===== config.mk =====
export PLATFORM = sky130hd
export DESIGN_NAME = noc_local_injector
export DESIGN_NICKNAME = d
export VERILOG_FILES = /design/src/rtl/noc_local_injector_pkg.sv /design/src/rtl/noc_flit_fifo.sv /design/src/rtl/noc_local_injector.sv
export SDC_FILE = /design/constraint.sdc
export NUM_CORES = 1
export LEC_CHECK = 0
export ABC_CLOCK_PERIOD_IN_PS = 2600
export BUFFER_PORTS_ARGS = -buffer_cell sky130_fd_sc_hd__buf_4
export CAP_MARGIN = 20
export CORE_UTILIZATION = 55
export CTS_CLUSTER_DIAMETER = 50
export CTS_CLUSTER_SIZE = 40
export DETAILED_ROUTE_END_ITERATION = 12
export GPL_ROUTABILITY_DRIVEN = 0
export HOLD_SLACK_MARGIN = 0.12
export PLACE_DENSITY = 0.76
export SYNTH_ARGS = -nofsm -noshare
export SYNTH_HDL_FRONTEND = slang
export SYNTH_SLANG_ARGS = --single-unit

===== constraint.sdc =====
create_clock -name clock -period 2.6 [get_ports clock]
set_input_delay 0.52 -clock clock [delete_from_list [all_inputs] [get_ports clock]]
set_output_delay 0.52 -clock clock [all_outputs]
set_load 0.1 [all_outputs]

===== src/rtl/noc_local_injector_pkg.sv =====
// ============================================================================
// Module      : noc_local_injector_pkg
// Description : Shared flit geometry, local port index and injector FSM
//               state encoding.
// Revision    : 1.0 - initial release
// ============================================================================
`default_nettype none
`timescale 1ns/1ps

package noc_local_injector_pkg;

  localparam int c_tam_flit    = 16;
  localparam int c_metadeflit  = 8;
  localparam int c_fifo_depth  = 16;
  localparam logic [2:0] c_local_port = 3'd4;

  typedef enum logic [1:0] {
    ST_IDLE    = 2'd0,
    ST_HEADER  = 2'd1,
    ST_SIZE    = 2'd2,
    ST_PAYLOAD = 2'd3
  } inj_state_e;

endpackage : noc_local_injector_pkg

`default_nettype wire


===== src/rtl/noc_flit_fifo.sv =====
// ============================================================================
// Module      : noc_flit_fifo
// Description : Synchronous power-of-two FIFO with occupancy count; a push
//               is refused whenever the FIFO is full, even if a pop happens
//               in the same cycle.
// Revision    : 1.0 - initial release
// ============================================================================
`default_nettype none
`timescale 1ns/1ps

module noc_flit_fifo #(
  parameter int WIDTH = 16,
  parameter int DEPTH = 16
) (
  input  logic                       clock,
  input  logic                       reset,
  input  logic                       push,
  input  logic [WIDTH-1:0]           push_data,
  input  logic                       pop,
  output logic [WIDTH-1:0]           pop_data,
  output logic                       full,
  output logic                       empty,
  output logic [$clog2(DEPTH):0]     count
);

  localparam int c_aw = $clog2(DEPTH);
  localparam int c_cw = c_aw + 1;
  localparam logic [c_aw-1:0] c_ptr_one   = c_aw'(1);
  localparam logic [c_cw-1:0] c_cnt_one   = c_cw'(1);
  localparam logic [c_cw-1:0] c_cnt_depth = c_cw'(DEPTH);

  logic [WIDTH-1:0] r_mem [DEPTH];
  logic [c_aw-1:0]  r_wr_ptr;
  logic [c_aw-1:0]  r_rd_ptr;
  logic [c_cw-1:0]  r_count;
  logic             w_push_en;
  logic             w_pop_en;

  assign full      = (r_count == c_cnt_depth);
  assign empty     = (r_count == '0);
  assign count     = r_count;
  assign w_push_en = push && !full;
  assign w_pop_en  = pop && !empty;
  assign pop_data  = r_mem[r_rd_ptr];

  // Pointers are exactly log2(DEPTH) wide, so wrap-around is free.
  always_ff @(posedge clock or negedge reset) begin
    if (!reset) begin
      r_wr_ptr <= '0;
      r_rd_ptr <= '0;
      r_count  <= '0;
    end else begin
      if (w_push_en) r_wr_ptr <= r_wr_ptr + c_ptr_one;
      if (w_pop_en)  r_rd_ptr <= r_rd_ptr + c_ptr_one;
      case ({w_push_en, w_pop_en})
        2'b10:   r_count <= r_count + c_cnt_one;
        2'b01:   r_count <= r_count - c_cnt_one;
        default: r_count <= r_count;
      endcase
    end
  end

  always_ff @(posedge clock) begin
    if (w_push_en) r_mem[r_wr_ptr] <= push_data;
  end

endmodule : noc_flit_fifo

`default_nettype wire


===== src/rtl/noc_local_injector.sv =====
// ============================================================================
// Module      : noc_local_injector
// Description : Serialises PE packet requests plus a buffered payload stream
//               into header/size/payload flits on a router local port.
// Revision    : 1.0 - initial release
// ============================================================================
`default_nettype none
`timescale 1ns/1ps

module noc_local_injector
  import noc_local_injector_pkg::*;
#(
  parameter int TAM_FLIT   = c_tam_flit,
  parameter int METADEFLIT = c_metadeflit,
  parameter int FIFO_DEPTH = c_fifo_depth
) (
  input  logic                clock,
  input  logic                reset,
  input  logic                req_valid,
  output logic                req_ready,
  input  logic [TAM_FLIT-1:0] req_target,
  input  logic [TAM_FLIT-1:0] req_size,
  input  logic                pl_valid,
  output logic                pl_ready,
  input  logic [TAM_FLIT-1:0] pl_data,
  output logic                flit_tx,
  output logic [TAM_FLIT-1:0] flit_data,
  input  logic                credit_in,
  output logic                busy,
  output logic                pkt_done
);

  localparam int c_cnt_w = $clog2(FIFO_DEPTH) + 1;
  localparam logic [c_cnt_w-1:0]  c_fifo_full_cnt = c_cnt_w'(FIFO_DEPTH);
  localparam logic [TAM_FLIT-1:0] c_rem_one       = TAM_FLIT'(1);

  inj_state_e          r_state;
  logic [TAM_FLIT-1:0] r_target;
  logic [TAM_FLIT-1:0] r_size;
  logic [TAM_FLIT-1:0] r_remaining;
  logic                r_pkt_done;

  logic [TAM_FLIT-1:0] w_header;
  logic [TAM_FLIT-1:0] w_fifo_head;
  logic                w_fifo_full;
  logic                w_fifo_empty;
  logic [c_cnt_w-1:0]  w_fifo_count;
  logic                w_fifo_push;
  logic                w_fifo_pop;
  logic                w_flit_tx;
  logic [TAM_FLIT-1:0] w_flit_data;
  logic                w_flit_acc;

  // Header carries only the {X,Y} coordinates, zero-extended to a flit.
  if (2*METADEFLIT < TAM_FLIT) begin : g_hdr_pad
    assign w_header = {{(TAM_FLIT-2*METADEFLIT){1'b0}}, req_target[2*METADEFLIT-1:0]};
  end else begin : g_hdr_full
    assign w_header = req_target;
  end

  assign w_fifo_push = pl_valid && !w_fifo_full;
  assign w_fifo_pop  = (r_state == ST_PAYLOAD) && w_flit_acc;

  noc_flit_fifo #(
    .WIDTH (TAM_FLIT),
    .DEPTH (FIFO_DEPTH)
  ) u_fifo (
    .clock     (clock),
    .reset     (reset),
    .push      (w_fifo_push),
    .push_data (pl_data),
    .pop       (w_fifo_pop),
    .pop_data  (w_fifo_head),
    .full      (w_fifo_full),
    .empty     (w_fifo_empty),
    .count     (w_fifo_count)
  );

  // Flit mux is decoded from registered state only, so a stalled flit
  // cannot change until the router returns a credit.
  always_comb begin
    w_flit_tx   = 1'b0;
    w_flit_data = '0;
    case (r_state)
      ST_HEADER: begin
        w_flit_tx   = 1'b1;
        w_flit_data = r_target;
      end
      ST_SIZE: begin
        w_flit_tx   = 1'b1;
        w_flit_data = r_size;
      end
      ST_PAYLOAD: begin
        w_flit_tx   = !w_fifo_empty;
        w_flit_data = w_fifo_empty ? '0 : w_fifo_head;
      end
      default: begin
        w_flit_tx   = 1'b0;
        w_flit_data = '0;
      end
    endcase
  end

  assign w_flit_acc = w_flit_tx && credit_in;

  always_ff @(posedge clock or negedge reset) begin
    if (!reset) begin
      r_state     <= ST_IDLE;
      r_target    <= '0;
      r_size      <= '0;
      r_remaining <= '0;
      r_pkt_done  <= 1'b0;
    end else begin
      r_pkt_done <= 1'b0;
      case (r_state)
        ST_IDLE: begin
          if (req_valid) begin
            r_target    <= w_header;
            r_size      <= req_size;
            r_remaining <= req_size;
            r_state     <= ST_HEADER;
          end
        end
        ST_HEADER: begin
          if (credit_in) r_state <= ST_SIZE;
        end
        ST_SIZE: begin
          if (credit_in) begin
            if (r_size == '0) begin
              r_state    <= ST_IDLE;
              r_pkt_done <= 1'b1;
            end else begin
              r_state <= ST_PAYLOAD;
            end
          end
        end
        ST_PAYLOAD: begin
          if (w_flit_acc) begin
            if (r_remaining != '0) r_remaining <= r_remaining - c_rem_one;
            if (r_remaining <= c_rem_one) begin
              r_state    <= ST_IDLE;
              r_pkt_done <= 1'b1;
            end
          end
        end
        default: r_state <= ST_IDLE;
      endcase
    end
  end

  assign req_ready = (r_state == ST_IDLE);
  assign busy      = (r_state != ST_IDLE);
  assign pkt_done  = r_pkt_done;
  assign pl_ready  = (w_fifo_count != c_fifo_full_cnt);
  assign flit_tx   = w_flit_tx;
  assign flit_data = w_flit_data;

endmodule : noc_local_injector

`default_nettype wire


# == Yosys cells after proc, flatten, opt, wreduce, memory -nomap -nowiden ==
# Memories as Yosys holds them, arrays and structs flattened.
# Cells that the tools add are included.
# op_classes
magnitude_cmp,1
add_sub_neg,5
n_bitwise,0
reduce_logical,18
eq_ne,13
n_shift,0
mux,22
div,0
mul,0
# ops
operator,count
$mux W16,4
$pmux W16 S3,1
$pmux W16 S2,1
$le A16 B1 Y1 const B,1
$logic_not A16 Y1,1
$reduce_bool A16 Y1,1
$sub A16 B1 Y16 const B,1
$mux W2,6
$pmux W5 S2,1
$add A4 B1 Y4 const B,2
$ne A2 B2 Y1 const B,4
$pmux W2 S4,1
$eq A2 B2 Y1 const B,3
$mux W1,6
$reduce_bool A2 Y1,3
$add A5 B1 Y5 const B,1
$eq A5 B5 Y1 const B,1
$logic_and A1 B1 Y1,5
$logic_not A5 Y1,1
$ne A5 B5 Y1 const B,1
$reduce_and A5 Y1,1
$sub A5 B1 Y5 const B,1
$eq A2 B1 Y1 const B,2
$ne A2 B1 Y1 const B,2
other kinds (6),8
# word_totals
output_inout_bits,21
romBits,0
ram_bits,256
input_bits,53
reg_bits,64
word_cells,68
n_memories,1
latchBits,0
# memory_table
name,words,word_bits,read_ports,rd_ports_with_merged_regs,write_ports,line_no,rtl
u_fifo.r_mem,16,16,1,0,1,noc_flit_fifo.sv:32,logic [WIDTH-1:0] r_mem [DEPTH];

# == Logic depth before layout (Yosys ltp) ==
# Gate-level depths: netlist (run 1).
# depth
depth_word,8
ltp_mapped,13
depth_no_buf,12

# == Modules after synthesis ==
# Synthesis (run 1) repeated with hierarchy kept, for this count alone.
# hier_totals
cells_unflattened,827
area_unflattened_um2,13709.4
# by_module_without_submodules
module,seq_area_each_um2,n_inst,cells_per_inst,area_each_um2
noc_flit_fifo,8012.7,1,555,10895.4
noc_local_injector,1276.2,1,272,2813.9

# == Least setup slack after synthesis (run 1) ==
# No wires, ideal clock.
# synth_path
kind,flip-flop to flip-flop
start,register u_fifo.r_count[1] (netlist: u_fifo.count[1])
end,register u_fifo.r_count[4] (netlist: u_fifo.count[4])
setup_ns,0.123
t_required_ns,2.477
path_buffers,1
path_stages_with_launch,14
arrival_ns,3.566
path_slack_ns,-1.089
synth_period_minus_slack_ns,3.689
cell_sequence,dfrtp_1 nor4_2 nand2_1 and2_1 clkbuf_1 inv_1 ha_1 inv_1 fa_1 nor2b_1 o21ai_0 nand3_1 or3b_2 xnor2_1
# synth_between
elab_chain_cells,8
elab_cells_between_ends,16
cone_classes,2 x add/sub; 3 x eq/ne; 2 x mux; 9 x reduce/logical
# synth_lines
item,line_no,rtl
"start, declared",noc_flit_fifo.sv:35,logic [c_cw-1:0] r_count;
"start signal, assigned",noc_flit_fifo.sv:56,2'b10: r_count <= r_count + c_cnt_one;
"start signal, assigned",noc_flit_fifo.sv:57,2'b01: r_count <= r_count - c_cnt_one;
"start signal, assigned",noc_flit_fifo.sv:58,default: r_count <= r_count;
$logic_not A5 Y1,noc_flit_fifo.sv:40,assign empty = (r_count == '0);
$logic_not A1 Y1,"noc_flit_fifo.sv:43, noc_local_injector.sv:94",
$pmux W1 S2,noc_local_injector.sv:84,case (r_state)
$logic_and A1 B1 Y1,noc_local_injector.sv:104,assign w_flit_acc = w_flit_tx && credit_in;
$logic_and A1 B1 Y1,noc_local_injector.sv:62,assign w_fifo_pop = (r_state == ST_PAYLOAD) && w_flit_acc;
$logic_and A1 B1 Y1,noc_flit_fifo.sv:43,assign w_pop_en = pop && !empty;
$eq A2 B1 Y1 / $eq A2 B2 Y1 (equally long branches),noc_flit_fifo.sv:55,"case ({w_push_en, w_pop_en})"
$pmux W5 S2 / $reduce_bool A2 Y1 (equally long branches),--,
# Parallel ways exist; a longest one is shown, timed or not.
# A chain may end at the register's enable or synchronous reset.

# == Worst setup path after layout (run 1) ==
# layout_path
start,register u_fifo.r_rd_ptr[2]
end,output flit_data[15]
# layout_between
elab_chain_cells,3
# layout_lines
item,line_no,rtl
"start, declared",noc_flit_fifo.sv:34,logic [c_aw-1:0] r_rd_ptr;
"start signal, assigned",noc_flit_fifo.sv:54,if (w_pop_en) r_rd_ptr <= r_rd_ptr + c_ptr_one;
$mem_v2 Z16 W16,--,
$mux W16,noc_local_injector.sv:95,w_flit_data = w_fifo_empty ? '0 : w_fifo_head;
$pmux W16 S3,noc_local_injector.sv:84,
"end, declared",noc_local_injector.sv:27,"output logic [TAM_FLIT-1:0] flit_data,"
# No other way between the ends.

==> results.ini, run 1 <==
[yosys]
synth_area_per_cell_um2 = 17.6
synth_commonest_cells = edfxtp_1 (256), dfrtp_1 (64), mux4_2 (64)
synth_edf_count = 256
ys_seq_elements = 320
syn-cell-area_um2 = 13400
yosys.area_share.simple = 0.0471
ys_warn_count = 0
synthArstFlopShare = 0.200
synth_top_area_frac = 0.575
synth-compound-area-share = 0.0533
synth.most_common_cell = edfxtp_1
synth-xor-area-share = 0.00655
yosysUniqueCellTypes = 55
syn-num-nets = 830
yosys-mux-area-fraction = 0.163
synth_ff_type = edfxtp_1
synthAdderAreaFrac = 0.0165
seq_area_frac_synth = 0.695
ys_top_cells_by_area = edfxtp_1 (58%), dfrtp_1 (12%), mux4_2 (11%)
syn_inst = 760
synth_top_family_by_area = multiplexers
yosys.area.top_type = edfxtp_1

[worst_setup_path]
crit_type = reg -> out
worstPathArrival_ns = 2.51
end_kind = output port
crit_required_ns = 2.08
start_kind = flop
cp_max_fo = 14

[run]
maxCapViolCount = 0

[sta]
rsz0062_at_grt = yes
tns_ns = -6.12
timing.fmax_ghz = 0.330
fin_crit_ns = 3.03
finalCritPeriodShare = 1.17
fin_hold_ws_ns = 0.212
hold_viol = 0
setup_slack_ns = -0.431
maxSlewHeadroom = 0.444
slew_viol_final = 0
tightestPinTransition_ns = 0.834
finalSetupViolations = 17
fin_skew_ns = 0.0142

[run_status]
violations = setup timing
outcome = finished with violations

[global_routing]
gr-total-overflow = 0
first_global_vias = 7824
antenna_found_initial = 1
grt_max_degree = 65
track_usage = 0.256
grt_pass1_wl_um = 46400

[route]
wl_per_cell_um = 25.5
drc = 0
viasPerCell = 6.27
wl_um = 31500
drtAntennaViolNets = 0
vias = 7740
dr.pass1.iters = 7
drt_iter0_drc = 846

[clocking]
clk_latency_ns = 0.55
tritoncts = yes
htree_levels = 1
clock_path_buffers = 3
clock-sinks = 320
cts_buffers = 29
clk_pin_slew_ns = 0.06
clk_root_buffer_cell = clkbuf_16

[worst_hold_path]
min_path_type = in -> reg

[place]
place_hpwl_um = 19500
port_buffers = 73
placed_cell_area_um2 = 14700
post-place-ws_ns = -0.127

[floorplan]
coreArea_um2 = 23700
pin_count = 74
initial_core_util = 0.565
rows = 56
die-area_um2 = 24900
die_w_um = 158
die_height_um = 158

[finish]
fin_area_um2 = 16300
finalNetCount = 962
fill_cells = 1516
area_growth_pct = 21.7
drive_gt1_frac = 0.418

[power]
p_leak_nw = 5.69
power_per_cell_area_nw_per_um2 = 1270
ir_drop_mv = 0.902
power_mw = 20.6

-- path summary, 6_finish.rpt --
check / depth (start not counted) / start / endpoint / slack, ns
setup / recovery: 7 / u_fifo.r_rd_ptr[2]$_DFFE_PN0P_ / flit_data[15] / -0.43
hold / removal: 2 / req_target[8] / r_target[8]$_DFFE_PN0P_ / 0.21
setup reg to reg: 13 / u_fifo.count[1]$_DFFE_PN0P_ / u_fifo.count[4]$_DFFE_PN0P_ / -0.03
hold reg to reg: 1 / r_target[12]$_DFFE_PN0P_ / r_target[12]$_DFFE_PN0P_ / 0.51
max in group asynchronous: 2 / reset / u_fifo.r_rd_ptr[2]$_DFFE_PN0P_ / 1.36
min in group asynchronous: 2 / reset / r_target[10]$_DFFE_PN0P_ / 0.61
-- kinds of logic after synthesis --
family | Yosys count
buf+inv | 55
fa+ha+maj | 17
mux | 132
simple gates | 125
flops | 320
compound gates | 101
xor+xnor | 10
-- repair_timing --
item,4_1_cts,5_1_grt
pin swaps,5,6
gates resized for setup,55,37
hold endpoints to repair,44,0
hold buffers,1,0
endpoints found under the setup margin,27,44
setup buffers,18,4
cloned,1,1
-- registers in the layout (all words and copies together) (netlist names) --
signal / flops
r_state: 2
u_fifo.r_rd_ptr: 4
u_fifo.r_mem: 256
r_size: 16
r_target: 16
pkt_done: 1
u_fifo.r_wr_ptr: 4
u_fifo.count: 5
r_remaining: 16
-- layout make-up --
| cell class | instances | area [um^2] | share of cell area |
|---|---|---|---|
| clock buffers | 30 | 729 | 0.0448 |
| well taps | 319 | 399 | 0.0245 |
| repair buffers | 141 | 1330 | 0.0816 |
| diodes | 2 | 5.00 | 0.000308 |
| flip-flops and latches | 320 | 9300 | 0.572 |
| clock inverters | 23 | 208 | 0.0128 |
| inverters | 15 | 56.3 | 0.00346 |
| multi-input cells | 385 | 4240 | 0.261 |
-- placed cells by master (no fill, tap or decap), drive strengths merged, types with 19 or more instances in the layout --
cell / synthesis / routed
edfxtp: 256 / 256
buf: 20 / 139
mux4: 64 / 64
dfrtp: 64 / 64
mux2: 49 / 49
nand2: 46 / 46
clkbuf: 20 / 31
inv: 15 / 28
nor2: 25 / 25
o21ai: 22 / 22
a21oi: 21 / 21
mux2i: 19 / 19
-- report_power, final --
part / internal, mW / switching, mW / total, mW
logic: 3.80 / 5.49 / 9.29
registers: 6.45 / 0.634 / 7.09
clock network: 2.15 / 2.06 / 4.21
-- per-stage QoR --
step | instances | utilization
finish | 1235 | 0.687
floorplan | 760 | -
CTS | 1230 | 0.679
global route | 1233 | 0.687
global placement | 1157 | 0.622
detailed placement | 1157 | 0.622
-- critical path, stage by stage (launching register included) --
cell and delay [ns]:
dfrtp_4 0.46, buf_12 0.13, buf_12 0.16, mux4_2 0.53, mux2_2 0.30, nand2_1 0.10, o221ai_2 0.10, buf_6 0.20
-- metal layers --
| layer | global-route usage | vias up | share of wire |
|---|---|---|---|
| met5 | 0 | - | 0 |
| met4 | 0.0906 | 0 | 0.034 |
| met3 | 0.0386 | 77 | 0.070 |
| met2 | 0.428 | 367 | 0.50 |
| met1 | 0.345 | 3979 | 0.40 |
| li1 | - | 3317 | - |
Power figures use the tool's default switching activity.
==> run 2, diff against run 1 <==
--- a/config.mk
+++ b/config.mk
@@ -5,7 +5,7 @@
 export SDC_FILE = /design/constraint.sdc
 export NUM_CORES = 1
 export LEC_CHECK = 0
-export ABC_CLOCK_PERIOD_IN_PS = 2600
+export ABC_CLOCK_PERIOD_IN_PS = 2400
 export BUFFER_PORTS_ARGS = -buffer_cell sky130_fd_sc_hd__buf_4
 export CAP_MARGIN = 20
 export CORE_UTILIZATION = 55
==> constraint.sdc (replaced) <==
create_clock -name clock -period 2.4 [get_ports clock]
set_input_delay 0.48 -clock clock [delete_from_list [all_inputs] [get_ports clock]]
set_output_delay 0.48 -clock clock [all_outputs]
set_load 0.1 [all_outputs]
==> run 2 against run 1 <==
The flow still finishes with violations (setup timing). Design area is 5.0% higher. Global-route usage is 1.2 points higher. Non-clock buffer count is 20 higher. Hold slack worse by 0.050 ns. Utilization is 3.4 points higher. Critical path type unchanged. Clock power is 19% higher. Power is 19% higher. Clock-buffer cell count is 1 higher. Die area stayed put. Combinational power is 27% higher.
==> results.ini, run 2 (same netlist as run 1, synthesis figures left out) <==
[worst_setup_path]
critPathLaunch = u_fifo.r_rd_ptr[2]$_DFFE_PN0P_
r2r_start = r_state[1]$_DFFE_PN0P_
cp_max_fo = 5
end_kind = output port
start_kind = flop
crit_top_cell = buf_12
cpPeakStageDelay_ns = 0.52
crit_chain = buf_12, buf_4, mux4_2, mux2_4, nand2_2, o221ai_4, buf_12
cp_slowest_cell = mux4_2
r2r_slack_ns = -0.37
crit_required_ns = 1.92
crit_end = flit_data[2]
crit_type = reg -> out
worstPathArrival_ns = 2.56
r2r_cells = 15
reg2reg_to = u_fifo.count[4]$_DFFE_PN0P_

[sta]
setup_slack_ns = -0.639
slew_viol_final = 0
fin_skew_ns = 0.0230
finalCritPeriodShare = 1.27
timing.fmax_ghz = 0.329
tns_ns = -9.91
maxSlewHeadroom = 0.429
hold_viol = 0
tightestPinTransition_ns = 0.857
rsz0062_at_grt = yes
fin_crit_ns = 3.04
finalSetupViolations = 19

[clocking]
clk_root_buffer_cell = clkbuf_16
tritoncts = yes
clock_path_buffers = 3
htree_levels = 1
clock-sinks = 320
cts_buffers = 30
clk_pin_slew_ns = 0.06
clk_latency_ns = 0.57

[finish]
finalNetCount = 983
multiInputGateArea_um2 = 4520
fin_area_um2 = 17100
fill_cells = 1362
mostFrequentLayoutCell = edfxtp_1
drive_gt1_frac = 0.440
finish.utilization = 0.721
area_growth_pct = 27.7
antennaDiodeCount = 0
regMostFlops = u_fifo.r_mem
layout_common_cells = edfxtp_1 (256), buf_4 (113), mux4_2 (64)
largest_reg_flops = 256
seqCellArea_um2 = 9300

[run]
maxCapViolCount = 0

[place]
placed_cell_area_um2 = 15100
port_buffers = 73
place_hpwl_um = 19500

[power]
power_per_cell_area_nw_per_um2 = 1430
ir_drop_mv = 1.23
p_leak_nw = 6.02

[floorplan]
coreArea_um2 = 23700
die_height_um = 158
pin_count = 74
initial_core_util = 0.565
rows = 56
die-area_um2 = 24900
die_w_um = 158

[route]
drc = 0
vias = 7789
dr.pass1.iters = 5
viasPerCell = 6.20
wl_um = 32500
wl_per_cell_um = 25.9
drt_iter0_drc = 799
drtAntennaViolNets = 0

[run_status]
outcome = finished with violations
violations = setup timing

[global_routing]
grt_pass1_wl_um = 47700
track_usage = 0.268
grt_max_degree = 65
first_global_vias = 8105
antenna_found_initial = 0
gr-total-overflow = 0

[worst_hold_path]
min_path_type = in -> reg

[run 2: cell count changes in the layout (fill, tap and decap cells not counted), sizes merged]
| cell | previous run | this run |
|---|---|---|
| clkbuf | 31 | 32 |
| diode | 2 | 0 |
| buf | 139 | 159 |
| clkinv | 5 | 11 |
| inv | 28 | 25 |
| bufinv | 0 | 2 |
| clkinvlp | 5 | 2 |
[run 2: per-layer routing]
metal	vias up	GRT usage	share of wire
met3	82	0.0485	0.068
met5	-	0	0
met1	3979	0.337	0.39
met4	0	0.105	0.034
met2	382	0.462	0.51
li1	3346	-	-
[run 2: per-stage QoR]
stage               hold WS [ns]  instances  worst slack, ns  power (mW)
floorplan                  0.184        760           -0.439        14.6
global placement           0.490       1177           -0.420        16.9
detailed placement         0.500       1178           -0.183        17.3
CTS                        0.137       1252           -0.705        24.2
global route               0.159       1256           -0.698        25.3
finish                     0.163       1256           -0.639        24.5
[run 2: layout make-up]
type                    instances  share of cell area
clock buffers                  31              0.0442
well taps                     319              0.0234
clock inverters                25              0.0191
multi-input cells             385               0.265
repair buffers                161               0.101
flip-flops and latches        320               0.544
inverters                      15             0.00344
[run 2: what timing repair did]
item / 4_1_cts / 5_1_grt
setup buffers: 14 / 6
gates cloned: 3 / 1
hold endpoints to repair: 64 / 0
gates resized for setup: 107 / 41
hold buffers: 1 / 0
endpoints found under the setup margin: 18 / 20
pin swaps: 7 / 10
[run 2: critical path, delay by kind of cell, from the launching register on]
kind	cells	cell delay, ns
buf+inv	3	0.48
flops	1	0.47
simple gates	1	0.10
mux	2	0.85
compound gates	1	0.10
[run 2: power breakdown]
part / switching (mW) / internal [mW] / leakage, nW
Combinational: 6.54 / 5.22 / 2.44
Clock: 2.35 / 2.68 / 0.520
Sequential: 0.695 / 6.99 / 3.07
[run 2: worst min path at each step]
| stage | slack [ns] | depth (start not counted) | startpoint | endpoint |
|---|---|---|---|---|
| 4_1_cts | 0.14 | 2 | req_target[12] | r_target[12]$_DFFE_PN0P_ |
| 2_1_floorplan | 0.18 | 0 | reset | pkt_done$_DFF_PN0_ |
| 3_3_place_gp | 0.49 | 1 | r_target[12]$_DFFE_PN0P_ | r_target[12]$_DFFE_PN0P_ |
| 6_report | 0.16 | 2 | req_target[12] | r_target[12]$_DFFE_PN0P_ |
| 5_1_grt | 0.16 | 2 | req_target[5] | r_target[5]$_DFFE_PN0P_ |
| 3_5_place_dp | 0.50 | 1 | r_target[13]$_DFFE_PN0P_ | r_target[13]$_DFFE_PN0P_ |
==> run 3, diff against run 2 <==
--- a/config.mk
+++ b/config.mk
@@ -14,7 +14,7 @@
 export DETAILED_ROUTE_END_ITERATION = 12
 export GPL_ROUTABILITY_DRIVEN = 0
 export HOLD_SLACK_MARGIN = 0.12
-export PLACE_DENSITY = 0.76
+export PLACE_DENSITY = 0.73
 export SYNTH_ARGS = -nofsm -noshare
 export SYNTH_HDL_FRONTEND = slang
 export SYNTH_SLANG_ARGS = --single-unit
==> run 3 against run 2 <==
The run still ends with setup timing left. Sequential cell count unchanged. Fmax grew 0.55%. Clock-buffer cell count stayed put. Worst setup slack better by 0.017 ns. Utilization down 0.58 points. Clock skew is 0.0034 ns lower. Die area unchanged. Critical path type unchanged. Wire length shrank 5.0%. Design area decreased by 0.81%. Largest power group unchanged.
==> results.ini, run 3 (same netlist as run 1, synthesis figures left out) <==
[route]
vias = 7702
drt_iter0_drc = 807
viasPerCell = 6.18
drtAntennaViolNets = 0
drc = 0
dr.pass1.iters = 5
wl_per_cell_um = 24.8
wl_um = 30900

[floorplan]
rows = 56
die-area_um2 = 24900
initial_core_util = 0.565
pin_count = 74
coreArea_um2 = 23700
die_w_um = 158
die_height_um = 158

[finish]
mostFrequentLayoutCell = edfxtp_1
finalNetCount = 973
layout_common_cells = edfxtp_1 (256), buf_4 (108), mux4_2 (64)
area_growth_pct = 26.7
largest_reg_flops = 256
regMostFlops = u_fifo.r_mem
antennaDiodeCount = 0
drive_gt1_frac = 0.433

[clocking]
htree_levels = 1
clk_root_buffer_cell = clkbuf_16
clk_latency_ns = 0.56
clk_pin_slew_ns = 0.07
clock_path_buffers = 3
clock-sinks = 320
cts_buffers = 31
tritoncts = yes

[worst_setup_path]
cp_max_fo = 6
start_kind = flop
worstPathArrival_ns = 2.54
crit_type = reg -> out
end_kind = output port
crit_required_ns = 1.92

[power]
seq_power_share = 0.319
p_leak_nw = 5.94
swShare = 0.389
p_int_mw = 14.7
combPwrFrac = 0.472
power_mw = 24.1
clkPwrFrac = 0.208
ir_drop_mv = 1.35
power_per_cell_area_nw_per_um2 = 1420
p_sw_mw = 9.35

[run_status]
outcome = finished with violations
violations = setup timing

[global_routing]
track_usage = 0.254
antenna_found_initial = 0
first_global_vias = 7985
grt_pass1_wl_um = 45800
grt_max_degree = 43
gr-total-overflow = 0

[sta]
rsz0062_at_grt = yes
maxSlewHeadroom = 0.573
slew_viol_final = 0
finalSetupViolations = 18
setup_slack_ns = -0.622
tightestPinTransition_ns = 0.635
fin_skew_ns = 0.0196
finalCritPeriodShare = 1.26
timing.fmax_ghz = 0.331
fin_crit_ns = 3.02
hold_viol = 0
fin_hold_ws_ns = 0.150

[run]
maxCapViolCount = 0

[place]
place_hpwl_um = 19600
port_buffers = 73

[worst_hold_path]
min_path_type = in -> reg

[run 3: cell count changes in the layout (fill, tap and decap cells not counted), sizes merged]
cell      change
clkinv        -1
inv           -1
buf          -11
clkinvlp      +4
[run 3: per-layer routing]
| metal | up-vias | wire length [um] | GRT usage |
|---|---|---|---|
| met5 | - | 0 | 0 |
| li1 | 3332 | - | - |
| met2 | 323 | 15800 | 0.439 |
| met1 | 3971 | 12100 | 0.322 |
| met3 | 76 | 1990 | 0.0400 |
| met4 | 0 | 956 | 0.101 |
[run 3: worst paths after layout]
kind                       slack (ns)                            from                     endpoint  cells past startpoint
max                             -0.62  u_fifo.r_rd_ptr[2]$_DFFE_PN0P_                flit_data[12]                      7
max reg2reg                     -0.22     u_fifo.count[2]$_DFFE_PN0P_  u_fifo.count[4]$_DFFE_PN0P_                     11
min reg2reg                      0.51         r_target[9]$_DFFE_PN0P_      r_target[9]$_DFFE_PN0P_                      1
max in group asynchronous        1.28                           reset        r_size[3]$_DFFE_PN0P_                      3
min                              0.15                  req_target[15]     r_target[15]$_DFFE_PN0P_                      2
min in group asynchronous        0.46                           reset  u_fifo.count[3]$_DFFE_PN0P_                      2
[run 3: layout make-up]
| class | count | area (um^2) |
|---|---|---|
| Inverter | 15 | 58.8 |
| Timing Repair Buffer | 150 | 1610 |
| Multi-Input combinational cell | 385 | 4490 |
| Sequential cell | 320 | 9300 |
| Fill cell | 1430 | 6750 |
| Clock buffer | 31 | 776 |
| Clock inverter | 27 | 304 |
| Tap cell | 319 | 399 |
[run 3: critical path, cell delays in order, from the launching register on]
cell and delay (ns):
dfrtp_4 0.51, buf_12 0.14, buf_12 0.13, mux4_2 0.51, mux2_4 0.30, nand2_4 0.08, o221ai_4 0.11, buf_12 0.19
[run 3: per-stage QoR]
| stage | utilization | setup slack, ns | std cells | setup TNS, ns | instance area, um^2 |
|---|---|---|---|---|---|
| final | 0.715 | -0.622 | 1247 | -9.82 | 16900 |
| after global routing | 0.715 | -0.699 | 1247 | -11.00 | 16900 |
| after CTS | 0.709 | -0.654 | 1245 | -10.19 | 16800 |
| after detailed placement | 0.640 | -0.232 | 1179 | -1.91 | 15200 |
| after global placement | 0.640 | -0.390 | 1178 | -6.30 | 15100 |
| after floorplan | - | -0.439 | 760 | -2.02 | 13800 |
[run 3: repair_timing]
item | CTS | global route
gates cloned | 3 | 1
hold endpoints to repair | 40 | 0
buffers inserted | 4 | 2
pin swaps | 3 | 7
resized for setup | 104 | 23
endpoints found under the setup margin | 19 | 20
hold buffers | 1 | 0
[run 3: power by group through the flow]
stage	sequential, mW	combinational [mW]	clock, mW
after floorplan	7.50	7.10	0
after global placement	7.66	9.31	0
after detailed placement	7.75	9.54	0
after CTS	7.66	11.1	5.07
after global routing	7.75	11.9	5.28
final	7.68	11.4	5.01
